[src/rtl/hazard_sequencer_if.sv]
// hazard_sequencer_if: pipeline stage fields in, stall/flush/forward controls out.
interface hazard_sequencer_if;
    logic [2:0] id_opcode;
    logic [3:0] id_rs1, id_rs2, ex_rs1, ex_rs2, ex_rd, mem_rd, wb_rd;
    logic ex_mem_read, mem_reg_write, wb_reg_write, branch_taken, mem_req, mem_ack;
    logic pc_write, if_id_write, id_ex_write, ex_mem_write;
    logic if_id_flush, id_ex_flush, pc_src;
    logic [1:0] forward_a, forward_b, state;
    logic mem_timeout_err;
    logic [15:0] stall_cnt, flush_cnt;
    modport master (
        output id_opcode, id_rs1, id_rs2, ex_rs1, ex_rs2, ex_rd, mem_rd, wb_rd,
        output ex_mem_read, mem_reg_write, wb_reg_write, branch_taken, mem_req, mem_ack,
        input pc_write, if_id_write, id_ex_write, ex_mem_write, if_id_flush, id_ex_flush, pc_src,
        input forward_a, forward_b, state, mem_timeout_err, stall_cnt, flush_cnt
    );
    modport slave (
        input id_opcode, id_rs1, id_rs2, ex_rs1, ex_rs2, ex_rd, mem_rd, wb_rd,
        input ex_mem_read, mem_reg_write, wb_reg_write, branch_taken, mem_req, mem_ack,
        output pc_write, if_id_write, id_ex_write, ex_mem_write, if_id_flush, id_ex_flush, pc_src,
        output forward_a, forward_b, state, mem_timeout_err, stall_cnt, flush_cnt
    );
endinterface

[src/rtl/hazard_sequencer.sv]
// hazard_sequencer: pipeline stall/flush/forwarding control with a memory-wait watchdog.
// Define HAZARD_PERF_CNT_EN to add saturating stall/flush performance counters.
module hazard_sequencer (
    input logic Clock_in,
    input logic Reset_in,
    hazard_sequencer_if.slave bus
);
    typedef enum logic [1:0] {RUN = 2'b00, LU_STALL = 2'b01, BR_FLUSH = 2'b10, MEM_WAIT = 2'b11} state_t;
    state_t state_q, state_d;
    logic [7:0] wd_q, wd_d;
    logic err_q, err_d;
    logic rs2_used, load_use, freeze, branch, stall_lu;
    assign rs2_used = bus.id_opcode inside {3'b000, 3'b011, 3'b100};
    assign load_use = bus.ex_mem_read && bus.ex_rd != 4'd0 &&
                      (bus.ex_rd == bus.id_rs1 || (rs2_used && bus.ex_rd == bus.id_rs2));
    always_comb begin
        state_d = RUN;
        wd_d = wd_q;
        err_d = err_q;
        freeze = 1'b0;
        branch = 1'b0;
        stall_lu = 1'b0;
        if (state_q == MEM_WAIT) begin
            wd_d = wd_q + 8'd1;
            if (!bus.mem_ack && wd_q == 8'hFF) err_d = 1'b1;
            else if (!bus.mem_ack) begin freeze = 1'b1; state_d = MEM_WAIT; end
        end else if (bus.mem_req && !bus.mem_ack) begin
            freeze = 1'b1;
            wd_d = 8'd0;
            state_d = MEM_WAIT;
        end else if (bus.branch_taken) begin
            branch = 1'b1;
            state_d = BR_FLUSH;
        end else if (load_use && state_q != BR_FLUSH) begin
            stall_lu = 1'b1;
            state_d = LU_STALL;
        end
    end
    always_ff @(posedge Clock_in) begin
        if (Reset_in) begin
            state_q <= RUN;
            wd_q <= 8'd0;
            err_q <= 1'b0;
        end else begin
            state_q <= state_d;
            wd_q <= wd_d;
            err_q <= err_d;
        end
    end
    // Reset forces the no-event defaults regardless of the registered state.
    assign bus.pc_write     = Reset_in || !(freeze || stall_lu);
    assign bus.if_id_write  = Reset_in || !(freeze || stall_lu);
    assign bus.id_ex_write  = Reset_in || !freeze;
    assign bus.ex_mem_write = Reset_in || !freeze;
    assign bus.if_id_flush  = !Reset_in && branch;
    assign bus.id_ex_flush  = !Reset_in && (branch || stall_lu);
    assign bus.pc_src       = !Reset_in && branch;
    assign bus.forward_a = Reset_in ? 2'b00 :
        (bus.mem_reg_write && bus.mem_rd != 4'd0 && bus.mem_rd == bus.ex_rs1) ? 2'b10 :
        (bus.wb_reg_write && bus.wb_rd != 4'd0 && bus.wb_rd == bus.ex_rs1) ? 2'b01 : 2'b00;
    assign bus.forward_b = Reset_in ? 2'b00 :
        (bus.mem_reg_write && bus.mem_rd != 4'd0 && bus.mem_rd == bus.ex_rs2) ? 2'b10 :
        (bus.wb_reg_write && bus.wb_rd != 4'd0 && bus.wb_rd == bus.ex_rs2) ? 2'b01 : 2'b00;
    assign bus.state = state_q;
    assign bus.mem_timeout_err = err_q;
`ifdef HAZARD_PERF_CNT_EN
    logic [15:0] stall_cnt_q, stall_cnt_d, flush_cnt_q, flush_cnt_d;
    always_comb begin
        stall_cnt_d = (!bus.pc_write && stall_cnt_q != 16'hFFFF) ? stall_cnt_q + 16'd1 : stall_cnt_q;
        flush_cnt_d = (bus.id_ex_flush && flush_cnt_q != 16'hFFFF) ? flush_cnt_q + 16'd1 : flush_cnt_q;
    end
    always_ff @(posedge Clock_in) begin
        if (Reset_in) begin
            stall_cnt_q <= 16'd0;
            flush_cnt_q <= 16'd0;
        end else begin
            stall_cnt_q <= stall_cnt_d;
            flush_cnt_q <= flush_cnt_d;
        end
    end
    assign bus.stall_cnt = stall_cnt_q;
    assign bus.flush_cnt = flush_cnt_q;
`else
    assign bus.stall_cnt = 16'd0;
    assign bus.flush_cnt = 16'd0;
`endif
endmodule

[src/flat_wrapper.sv]
// flat-port wrapper written by rule: the top's interface ports become plain ports
module hazard_sequencer_flat 
  (Clock_in, Reset_in, bus_id_opcode, bus_id_rs1, bus_id_rs2, bus_ex_rs1, bus_ex_rs2, bus_ex_rd, bus_mem_rd, bus_wb_rd, bus_ex_mem_read, bus_mem_reg_write, bus_wb_reg_write, bus_branch_taken, bus_mem_req, bus_mem_ack, bus_pc_write, bus_if_id_write, bus_id_ex_write, bus_ex_mem_write, bus_if_id_flush, bus_id_ex_flush, bus_pc_src, bus_forward_a, bus_forward_b, bus_state, bus_mem_timeout_err, bus_stall_cnt, bus_flush_cnt);
  hazard_sequencer_if bus_i ();
  input logic Clock_in;
  input logic Reset_in;
  input wire logic [$bits(bus_i.id_opcode)-1:0] bus_id_opcode;
  input wire logic [$bits(bus_i.id_rs1)-1:0] bus_id_rs1;
  input wire logic [$bits(bus_i.id_rs2)-1:0] bus_id_rs2;
  input wire logic [$bits(bus_i.ex_rs1)-1:0] bus_ex_rs1;
  input wire logic [$bits(bus_i.ex_rs2)-1:0] bus_ex_rs2;
  input wire logic [$bits(bus_i.ex_rd)-1:0] bus_ex_rd;
  input wire logic [$bits(bus_i.mem_rd)-1:0] bus_mem_rd;
  input wire logic [$bits(bus_i.wb_rd)-1:0] bus_wb_rd;
  input wire logic [$bits(bus_i.ex_mem_read)-1:0] bus_ex_mem_read;
  input wire logic [$bits(bus_i.mem_reg_write)-1:0] bus_mem_reg_write;
  input wire logic [$bits(bus_i.wb_reg_write)-1:0] bus_wb_reg_write;
  input wire logic [$bits(bus_i.branch_taken)-1:0] bus_branch_taken;
  input wire logic [$bits(bus_i.mem_req)-1:0] bus_mem_req;
  input wire logic [$bits(bus_i.mem_ack)-1:0] bus_mem_ack;
  output wire logic [$bits(bus_i.pc_write)-1:0] bus_pc_write;
  output wire logic [$bits(bus_i.if_id_write)-1:0] bus_if_id_write;
  output wire logic [$bits(bus_i.id_ex_write)-1:0] bus_id_ex_write;
  output wire logic [$bits(bus_i.ex_mem_write)-1:0] bus_ex_mem_write;
  output wire logic [$bits(bus_i.if_id_flush)-1:0] bus_if_id_flush;
  output wire logic [$bits(bus_i.id_ex_flush)-1:0] bus_id_ex_flush;
  output wire logic [$bits(bus_i.pc_src)-1:0] bus_pc_src;
  output wire logic [$bits(bus_i.forward_a)-1:0] bus_forward_a;
  output wire logic [$bits(bus_i.forward_b)-1:0] bus_forward_b;
  output wire logic [$bits(bus_i.state)-1:0] bus_state;
  output wire logic [$bits(bus_i.mem_timeout_err)-1:0] bus_mem_timeout_err;
  output wire logic [$bits(bus_i.stall_cnt)-1:0] bus_stall_cnt;
  output wire logic [$bits(bus_i.flush_cnt)-1:0] bus_flush_cnt;
  assign bus_i.id_opcode = bus_id_opcode;
  assign bus_i.id_rs1 = bus_id_rs1;
  assign bus_i.id_rs2 = bus_id_rs2;
  assign bus_i.ex_rs1 = bus_ex_rs1;
  assign bus_i.ex_rs2 = bus_ex_rs2;
  assign bus_i.ex_rd = bus_ex_rd;
  assign bus_i.mem_rd = bus_mem_rd;
  assign bus_i.wb_rd = bus_wb_rd;
  assign bus_i.ex_mem_read = bus_ex_mem_read;
  assign bus_i.mem_reg_write = bus_mem_reg_write;
  assign bus_i.wb_reg_write = bus_wb_reg_write;
  assign bus_i.branch_taken = bus_branch_taken;
  assign bus_i.mem_req = bus_mem_req;
  assign bus_i.mem_ack = bus_mem_ack;
  assign bus_pc_write = bus_i.pc_write;
  assign bus_if_id_write = bus_i.if_id_write;
  assign bus_id_ex_write = bus_i.id_ex_write;
  assign bus_ex_mem_write = bus_i.ex_mem_write;
  assign bus_if_id_flush = bus_i.if_id_flush;
  assign bus_id_ex_flush = bus_i.id_ex_flush;
  assign bus_pc_src = bus_i.pc_src;
  assign bus_forward_a = bus_i.forward_a;
  assign bus_forward_b = bus_i.forward_b;
  assign bus_state = bus_i.state;
  assign bus_mem_timeout_err = bus_i.mem_timeout_err;
  assign bus_stall_cnt = bus_i.stall_cnt;
  assign bus_flush_cnt = bus_i.flush_cnt;
  hazard_sequencer u_core (.Clock_in(Clock_in), .Reset_in(Reset_in), .bus(bus_i));
endmodule
[config.mk]
export PLATFORM = sky130hd
export DESIGN_NAME = hazard_sequencer_flat
export DESIGN_NICKNAME = d
export VERILOG_FILES = /design/src/rtl/hazard_sequencer_if.sv /design/src/rtl/hazard_sequencer.sv /design/src/flat_wrapper.sv
export SDC_FILE = /design/constraint.sdc
export NUM_CORES = 1
export LEC_CHECK = 0
export ABC_AREA = 1
export CAP_MARGIN = 15
export CORE_MARGIN = 3
export CORE_UTILIZATION = 30
export DETAILED_ROUTE_END_ITERATION = 6
export GPL_TIMING_DRIVEN = 0
export PLACE_DENSITY_LB_ADDON = 0.05
export SLEW_MARGIN = 20
export SYNTH_ARGS = -nofsm -noshare
export SYNTH_HDL_FRONTEND = slang
export SYNTH_SLANG_ARGS = --single-unit
[constraint.sdc]
create_clock -name Clock_in -period 2.4 [get_ports Clock_in]
set_clock_uncertainty 0.1 [all_clocks]
set_input_delay 0.6 -clock Clock_in [delete_from_list [all_inputs] [get_ports Clock_in]]
set_output_delay 0.6 -clock Clock_in [all_outputs]
set_load 0.005 [all_outputs]
# Yosys cells after proc, flatten, opt, wreduce, memory -nomap -nowiden
# Index checks and enable logic that the tools add are counted.
dict set report classes {
  order_cmp 0
  bitwise 0
  n_div 0
  n_shift 0
  n_eq_ne 11
  n_addsub 1
  muxes 25
  n_mul 0
  reduce_logical 30
}
# op count
set op_table {}
lappend op_table {{4-bit == test} 6}
lappend op_table {{2-bit 2-to-1 mux} 9}
lappend op_table {{8-bit 2-to-1 mux} 2}
lappend op_table {{1-bit logical AND} 14}
lappend op_table {{1-bit 2-to-1 mux} 14}
lappend op_table {{4-bit nonzero test} 3}
lappend op_table {{8-bit by 1-bit adder with 8-bit output, second input constant} 1}
lappend op_table {{8-bit == test, second input constant} 1}
lappend op_table {{1-bit logical OR} 5}
lappend op_table {{1-bit zero test} 4}
lappend op_table {{3-bit by 2-bit == test with 1-bit output, second input constant} 1}
lappend op_table {{3-bit == test, second input constant} 1}
lappend op_table {{3-bit zero test} 1}
lappend op_table {{3-bit nonzero test} 1}
lappend op_table {{2-bit == test, second input constant} 1}
lappend op_table {{2-bit != test, second input constant} 1}
lappend op_table {{2-bit AND reduction} 1}
lappend op_table {{2-bit nonzero test} 1}
dict set report word_totals {
  romBits 0
  out_inout_bits 46
  input_bits 39
  latchBits 0
  memories 0
  ram_bits 0
  register_bits 11
}

# Depth between registers and ports, before layout
# Gate-level depths: netlist (run 1).
dict set report logic_depth {
  depth_word 13
  mapped_depth 10
  ltp_nobuf 9
}

# Worst setup path after synthesis (run 1)
# OpenSTA, ideal clock, no wires.
dict set report synth_timing {
  path_kind {input to output}
  from {in bus_id_opcode[1]}
  to {out bus_pc_write}
  t_arrival_ns 1.320
  setup_slack_ns 0.380
  path_buffers 1
  path_stages 8
  cell_sequence {or2_1 -> o21ai_0 -> nand3_1 -> nand2_1 -> nand3_1 -> nand2_2 -> inv_2 -> buf_4}
}
dict set report synth_via {
  elab_chain_len 13
  elab_cells_between_ends 15
  cone_classes {2 x eq/ne; 4 x mux; 9 x reduce/logical}
}
# item line_no
set synth_lines {}
lappend synth_lines {{from (decl)} flat_wrapper.sv:7} ;# input wire logic [$bits(bus_i.id_opcode)-1:0] bus_id_opcode;
lappend synth_lines {{3-bit by 2-bit == test with 1-bit output, or another cell as far along} hazard_sequencer.sv:13} ;# assign rs2_used = bus.id_opcode inside {3'b000, 3'b011, 3'b100};
lappend synth_lines {{3-bit nonzero test (*)} hazard_sequencer.sv:13}
lappend synth_lines {{1-bit logical AND (*)} hazard_sequencer.sv:15} ;# (bus.ex_rd == bus.id_rs1 || (rs2_used && bus.ex_rd == bus.id_rs2));
lappend synth_lines {{1-bit logical OR (*)} hazard_sequencer.sv:15}
lappend synth_lines {{1-bit logical AND (*)} hazard_sequencer.sv:14} ;# assign load_use = bus.ex_mem_read && bus.ex_rd != 4'd0 &&
lappend synth_lines {{1-bit logical AND (*)} hazard_sequencer.sv:34} ;# end else if (load_use && state_q != BR_FLUSH) begin
lappend synth_lines {{1-bit 2-to-1 mux (*)} hazard_sequencer.sv:34}
lappend synth_lines {{1-bit 2-to-1 mux (*)} hazard_sequencer.sv:31} ;# end else if (bus.branch_taken) begin
lappend synth_lines {{1-bit 2-to-1 mux (*)} hazard_sequencer.sv:27} ;# end else if (bus.mem_req && !bus.mem_ack) begin
lappend synth_lines {{1-bit 2-to-1 mux (*)} hazard_sequencer.sv:23} ;# if (state_q == MEM_WAIT) begin
lappend synth_lines {{1-bit logical OR (*)} -}
lappend synth_lines {{1-bit zero test (*)} -}
lappend synth_lines {{1-bit logical OR (*)} -}
lappend synth_lines {{to (decl)} flat_wrapper.sv:21} ;# output wire logic [$bits(bus_i.pc_write)-1:0] bus_pc_write;
# Mark *: on every way between the ends. The rest lies on a longest branch, timed or not.

# Worst setup path in the final report (run 1)
dict set report layout_timing {
  from {in bus_mem_reg_write}
  to {out bus_forward_b[1]}
}
dict set report layout_via {
  elab_chain_len 4
}
# item line_no
set layout_lines {}
lappend layout_lines {{from (decl)} flat_wrapper.sv:16} ;# input wire logic [$bits(bus_i.mem_reg_write)-1:0] bus_mem_reg_write;
lappend layout_lines {{1-bit logical AND (2 in a row)} hazard_sequencer.sv:62} ;# (bus.mem_reg_write && bus.mem_rd != 4'd0 && bus.mem_rd == bus.ex_rs2) ? 2'b10 :
lappend layout_lines {{2-bit 2-to-1 mux} hazard_sequencer.sv:62}
lappend layout_lines {{2-bit 2-to-1 mux} hazard_sequencer.sv:61} ;# assign bus.forward_b = Reset_in ? 2'b00 :
lappend layout_lines {{to (decl)} flat_wrapper.sv:29} ;# output wire logic [$bits(bus_i.forward_b)-1:0] bus_forward_b;
# Every way passes these cells.

==> key figures, run 1 <==
Status
  • Status: finished clean

Setup path
  • Crit path max-delay family: buffers and inverters
  • Crit path max fanout: 2
  • Slowest stage delay, CP: around 0.45 ns
  • CP endpoint kind: output port
  • Crit start category: input pin
  • Slowest stage cell, crit path: clkdlybuf4s50_1
  • Crit path kind: in -> out
  • Critical Path AT: 1.66 ns
  • Crit path cell chain: clkdlybuf4s50_1 > a21boi_2 > nand4_1 > nor2_1 > clkdlybuf4s15_2
  • Worst Path Required: around 1.7 ns
  • Buf/Inv on CP: 2
  • R2R Setup Slk: between 1 and 1.5 ns

Placement
  • Post-Place Worst Slack: -0.692 ns
  • Placement Cell Area: roughly 0.0019 mm2
  • Cell count after placement: roughly 320
  • HPWL after DPL: 2760 um
  • Final GP Congestion: between 0.7 and 0.8
  • Input/output buffers: 51

Power and ir drop
  • Sequential share of power: 0.307
  • Logic pwr share: 0.379
  • Internal: around 0.00043 W
  • Sw power: between 0.00015 and 0.0002 W
  • Leakage: 1.05 nW
  • Overall Power: 0.000615 W
  • Peak VDD IR: between 0.2 and 0.25 mV
  • Switch share: 0.295
  • Cell Pwr Density: ~300 mW/mm2
  • Clock share of power: 0.314

Final layout
  • Most frequent cells in the layout: buf_4, conb_1, nand2_1, dlygate4sd2_1, nor2_1
  • Post-route cell area: between 0.002 and 0.0025 mm2
  • Fillers: 399
  • Area Overhead vs Synth: 63.2%
  • Final net count: ~330
  • Multi-input gate area: 846 um2
  • Commonest non-fill, non-tap cell in the layout: buf_4
  • Antenna Diode Count: 0
  • Fraction of layout cells with a size suffix above 1: 0.324
  • Final cell count without fillers: ~340
  • Register area: ~230 um2

Clock tree
  • CTS max path bufs: 2
  • Post-CTS Hold Buffers: 0
  • H-Tree Depth: 1
  • Clock Pin Slew Worst Setup and Hold Paths: about 0.050 ns
  • Root Driver: clkbuf_8
  • # clock sinks: 11
  • Num CTS Buffers: 3
  • CTS tree: built
  • Clock insertion delay at the later pin of the skew report: roughly 0.25 ns

Logic synthesis
  • Ys async rst share: 0
  • Mean post-synth cell area: about 6.5 um2
  • Synth Area in Adders: 0.0100
  • Compound-cell area share of the yosys netlist: 0.103
  • Mapped cell area: ~0.0012 mm2
  • Syn Inst Count: 191
  • Unique masters post-synth: 31
  • Top_reg_cell synth: dfxtp_1
  • Sequential share of the synthesized area: 0.177
  • Largest family of logic cells by synthesized area: simple AND/OR/NAND/NOR gates
  • Post-synth EDFFs: 0
  • Xor/xnor cell area share of the yosys netlist: 0.126
  • Mux cell area share after synthesis: 0
  • Yosys warns: 0
  • Yosys reg bits: 11
  • Simple-gate share of the synthesized area: 0.299

STA
  • Final slew viol count: 0
  • Fin. Hold Viols: 0
  • # setup viols final: 0
  • Fin Setup TNS: 0 ns
  • Final period utilization: 0.983
  • Final WS setup: around 0.041 ns
  • Minimum clock period after layout: about 2.4 ns
  • RSZ-0062 raised after global routing: true
  • FMAX: 424 MHz

Floorplan
  • Die Height: between 70 and 80 um
  • Starting density of the core: 0.326
  • Core ar.: between 0.003 and 0.004 mm2
  • Die area: 0.00497 mm2
  • Die width: just over 70 um
  • I/O pins: 85
  • # rows: 22

Route
  • Post-Route WL: approximately 3400 um
  • Detailed Routing Iterations Pass 1: 4
  • Via Count: between 1,000 and 1,500
  • Iter 0 DRT Violations: 23
  • Vias per Instance: roughly 3.9
  • DRT antenna net count: 0
  • WL/cell: between 10 and 15 um
  • DRC Markers: 0

Hold path
  • HP Class: reg -> reg

Flow run
  • Max_cap viols: 0

Global routing
  • Pin count of the biggest net entering global routing: 11
  • Vias in the first global route: ~1,100
  • All-Layer GR Usage: 0.124
  • GRT overflow: 0
  • Initial antenna violation count: 0
  • First-pass GRT wire length: just over 5000 um
==> power groups by stage <==
stage                     Combinational [W]  Clock, W  Sequential [W]
after floorplan                    0.000124         0        0.000193
after global placement             0.000232         0        0.000193
after detailed placement           0.000233         0        0.000193
after CTS                          0.000226  0.000195        0.000189
after global routing               0.000258  0.000203        0.000189
final                              0.000233  0.000193        0.000189
==> final timing paths <==
kind	start	depth (start not counted)	to
min	u_core.wd_q[0]$_SDFFE_PP0P_	1	u_core.wd_q[0]$_SDFFE_PP0P_
min reg2reg	u_core.wd_q[0]$_SDFFE_PP0P_	1	u_core.wd_q[0]$_SDFFE_PP0P_
max	bus_mem_reg_write	5	bus_forward_b[1]
max reg2reg	u_core.bus.state[0]$_SDFF_PP0_	8	u_core.wd_q[1]$_SDFFE_PP0P_
==> routing by layer <==
metal,vias to the layer above,routed length (um),track usage
met1,532,1430,0.154
met2,54,1550,0.215
met5,-,0,0
met3,3,344,0.0345
li1,725,-,-
met4,0,30,0.0191
==> sequential cells by signal (all words and copies together), names as in the netlist <==
register / cells
u_core.wd_q: 8
u_core.bus.state: 2
u_core.bus.mem_timeout_err: 1
==> worst reg2reg max path, stage by stage (launching register included) <==
cell	delay, ns
dfxtp_1	0.36
nand2_2	0.13
inv_4	0.14
nor2_2	0.06
buf_4	0.13
buf_4	0.13
buf_4	0.12
nand2_1	0.04
a21oi_1	0.05
==> area by class of cell <==
class                           instances  area share
Buffer                                 36       0.135
Multi-Input combinational cell        155       0.415
Timing Repair Buffer                   61       0.250
Clock buffer                            4      0.0221
Inverter                               20      0.0381
Tap cell                               48      0.0295
Sequential cell                        11       0.111
==> synth_stat cells (2+ instances only) <==
cell type  number  share of area
buf_4          35           0.21
nand2_1        32          0.096
nor2_1         24          0.072
inv_1          16          0.048
dfxtp_1        11           0.18
xnor2_1         9          0.063
xor2_1          9          0.063
a21oi_1         8          0.032
nand2_2         7          0.035
nand3_1         6          0.024
nand4_1         5          0.025
o21ai_0         5          0.020
inv_2           3         0.0090
nor2_2          3          0.015
nor3_1          2         0.0080
==> logic make-up after synthesis <==
family	after synthesis
fa+ha+maj	1
flops	11
other cells	1
xor+xnor	18
buf+inv	56
simple gates	83
compound gates	21
==> per-stage QoR <==
step	hold slack (ns)	utilization
3_3_place_gp	0.351	0.506
2_1_floorplan	0.353	-
5_1_grt	0.387	0.532
3_5_place_dp	0.364	0.506
4_1_cts	0.376	0.525
6_report	0.365	0.532
==> timing repair <==
| action | in CTS | in global routing |
|---|---|---|
| pin swaps | 25 | 21 |
| setup buffers | 8 | 3 |
| endpoints found under the setup margin | 11 | 7 |
| resized for setup | 83 | 22 |
Note: power is estimated with default switching activity, not from simulation.
==> run 2: changes to the inputs <==
--- a/config.mk
+++ b/config.mk
@@ -7,7 +7,6 @@
 export LEC_CHECK = 0
 export ABC_AREA = 1
 export CAP_MARGIN = 15
-export CORE_MARGIN = 3
 export CORE_UTILIZATION = 30
 export DETAILED_ROUTE_END_ITERATION = 6
 export GPL_TIMING_DRIVEN = 0
==> key figures, run 2 (synthesis results as in run 1) <==
Placement
  • Placement Cell Area: 0.00194 mm2 (+0.13%)
  • Input/output buffers: 51 (unchanged)
  • HPWL after DPL: 2440 um (-12%)
  • Final GP Congestion: 0.769 (-3.8%)

Floorplan
  • I/O pins: 85 (unchanged)
  • Starting density of the core: 0.312 (-0.0142)
  • Core ar.: 0.00400 mm2 (+4.5%)
  • Die area: 0.00442 mm2 (-11%)
  • Die Height: 66.5 um (-5.7%)
  • Die width: 66.5 um (-5.7%)
  • # rows: 23 (+4.5%)

Power and ir drop
  • Peak VDD IR: 0.154 mV (-32%)
  • Cell Pwr Density: 294 mW/mm2 (-2.6%)
  • Leakage: 1.09 nW (+4.7%)
  • Overall Power: 0.000623 W (+1.3%)

Global routing
  • Initial antenna violation count: 0 (unchanged)
  • First-pass GRT wire length: 5070 um (-0.80%)
  • GRT overflow: 0 (unchanged)
  • Vias in the first global route: 1,251 (+11%)
  • Pin count of the biggest net entering global routing: 11 (unchanged)
  • All-Layer GR Usage: 0.147 (+0.0231)

STA
  • FMAX: 421 MHz (-0.61%)
  • Minimum clock period after layout: 2.37 ns (+0.0145 ns)
  • # setup viols final: 0 (unchanged)
  • Fin. Hold Viols: 0 (unchanged)
  • Final slew viol count: 0 (unchanged)
  • Final period utilization: 0.989 (+0.00604)
  • RSZ-0062 raised after global routing: true

Final layout
  • Most frequent cells in the layout: buf_4, conb_1, nand2_1, dlygate4sd2_1, nor2_1
  • Largest register FFs: 8 (unchanged)
  • Final net count: 336 (+2.4%)
  • Antenna Diode Count: 0 (unchanged)
  • Fraction of layout cells with a size suffix above 1: 0.359 (+0.0353)
  • Commonest non-fill, non-tap cell in the layout: buf_4
  • Area Overhead vs Synth: 69.7%
  • Finished Core Util: 0.529 (-0.00280)
  • Post-route cell area: 0.00212 mm2 (+4.0%)
  • Biggest register: u_core.wd_q
  • Fillers: 415 (+4.0%)

Setup path
  • Worst Path Required: 1.70 ns (about the same)
  • Crit path max-delay family: buffers and inverters
  • Crit start category: input pin
  • Slowest stage delay, CP: 0.24 ns (-0.21 ns)
  • Most Frequent Cell on Critical Path: nand2_2
  • Critical Path AT: 1.67 ns (about the same)
  • Crit path kind: in -> out
  • Slowest stage cell, crit path: dlygate4sd2_1
  • CP endpoint kind: output port
  • Buf/Inv on CP: 4 (+2)
  • Crit path max fanout: 2 (unchanged)
  • Crit path cell chain: dlygate4sd2_1 > xor2_1 > nor2_1 > nand2_2 > nand2_2 > nand3_2 > nand2_2 > inv_2 > buf_4 > buf_4

Route
  • Detailed Routing Iterations Pass 1: 4 (unchanged)
  • Iter 0 DRT Violations: 25 (+8.7%)
  • Vias per Instance: 3.97 (+1.2%)
  • Via Count: 1,369 (+4.2%)
  • DRC Markers: 0 (unchanged)
  • DRT antenna net count: 0 (unchanged)
  • Post-Route WL: 3150 um (-6.2%)
  • WL/cell: 9.12 um (-8.9%)

Clock tree
  • # clock sinks: 11 (unchanged)
  • Post-CTS Hold Buffers: 0 (unchanged)
  • Clock insertion delay at the later pin of the skew report: 0.24 ns (about the same)
  • Num CTS Buffers: 3 (unchanged)
  • CTS tree: built
  • Root Driver: clkbuf_8
  • CTS max path bufs: 2 (unchanged)
  • H-Tree Depth: 1 (unchanged)
  • Clock Pin Slew Worst Setup and Hold Paths: 0.05 ns (about the same)

Flow run
  • Max_cap viols: 0 (unchanged)

Hold path
  • HP Class: reg -> reg

Status
  • Status: finished clean
## run 2: path summary, 6_finish.rpt
check                                           from                                       to  slack [ns]  depth (start not counted)
max reg2reg           u_core.bus.state[0]$_SDFF_PP0_              u_core.wd_q[0]$_SDFFE_PP0P_        0.20                         16
min reg2reg  u_core.bus.mem_timeout_err$_SDFFE_PP0P_  u_core.bus.mem_timeout_err$_SDFFE_PP0P_        0.36                          1
max                                    bus_id_rs1[0]                             bus_pc_write        0.03                         10
min          u_core.bus.mem_timeout_err$_SDFFE_PP0P_  u_core.bus.mem_timeout_err$_SDFFE_PP0P_        0.36                          1
## run 2: power breakdown
part / switching (W) / internal [W] / total [W]
Sequential: 0.00000318 / 0.000185 / 0.000188
Combinational: 0.000106 / 0.000143 / 0.000249
Clock: 0.0000694 / 0.000117 / 0.000186
Total: 0.000179 / 0.000444 / 0.000623
## run 2: through the flow
| step | setup slack [ns] | setup TNS [ns] | hold WS, ns | cells |
|---|---|---|---|---|
| finish | 0.0266 | 0 | 0.362 | 345 |
| global route | -0.0510 | -0.0623 | 0.381 | 345 |
| CTS | -0.0700 | -0.0700 | 0.341 | 341 |
| detailed placement | -0.639 | -5.27 | 0.357 | 323 |
| global placement | -0.632 | -5.32 | 0.350 | 323 |
| floorplan | 0.380 | 0 | 0.353 | 222 |
## run 2: final cells by class
type / count / area (um2) / area share
inverter: 20 / 77.6 / 0.0366
clock buffer: 4 / 45.0 / 0.0213
tap: 50 / 62.6 / 0.0296
multi-input combinational: 155 / 848 / 0.401
buffer: 36 / 274 / 0.129
sequential: 11 / 228 / 0.108
timing repair buffer: 69 / 582 / 0.275
## run 2: what timing repair did
| item | 4_1_cts | 5_1_grt |
|---|---|---|
| setup buffers | 15 | 5 |
| setup endpoints to repair | 11 | 9 |
| resized for setup | 84 | 34 |
| pin swaps | 20 | 27 |
## run 2: worst reg2reg max path: stages, from the launching register on
cell and delay [ns]:
dfxtp_1 0.33, nand2_2 0.15, inv_4 0.08, nor2_2 0.15
buf_4 0.13, inv_2 0.04, buf_6 0.10, buf_4 0.11
buf_4 0.13, buf_6 0.11, buf_6 0.10, buf_6 0.10
buf_6 0.10, buf_6 0.10, buf_6 0.10, buf_6 0.10
a21oi_2 0.10
## run 2: layer usage
metal	GRT usage	vias up	routed length, um
met2	0.273	60	1500
met1	0.162	561	1330
met5	0	-	0
met4	0.0665	0	57
met3	0.0240	6	264
li1	-	742	-
==> run 3: changes to the inputs <==
--- a/config.mk
+++ b/config.mk
@@ -8,6 +8,7 @@
 export ABC_AREA = 1
 export CAP_MARGIN = 15
 export CORE_UTILIZATION = 30
+export CTS_CLUSTER_SIZE = 40
 export DETAILED_ROUTE_END_ITERATION = 6
 export GPL_TIMING_DRIVEN = 0
 export PLACE_DENSITY_LB_ADDON = 0.05
==> results of run 3 <==
The final DEF is identical to that of run 2; final timing and power are the same.
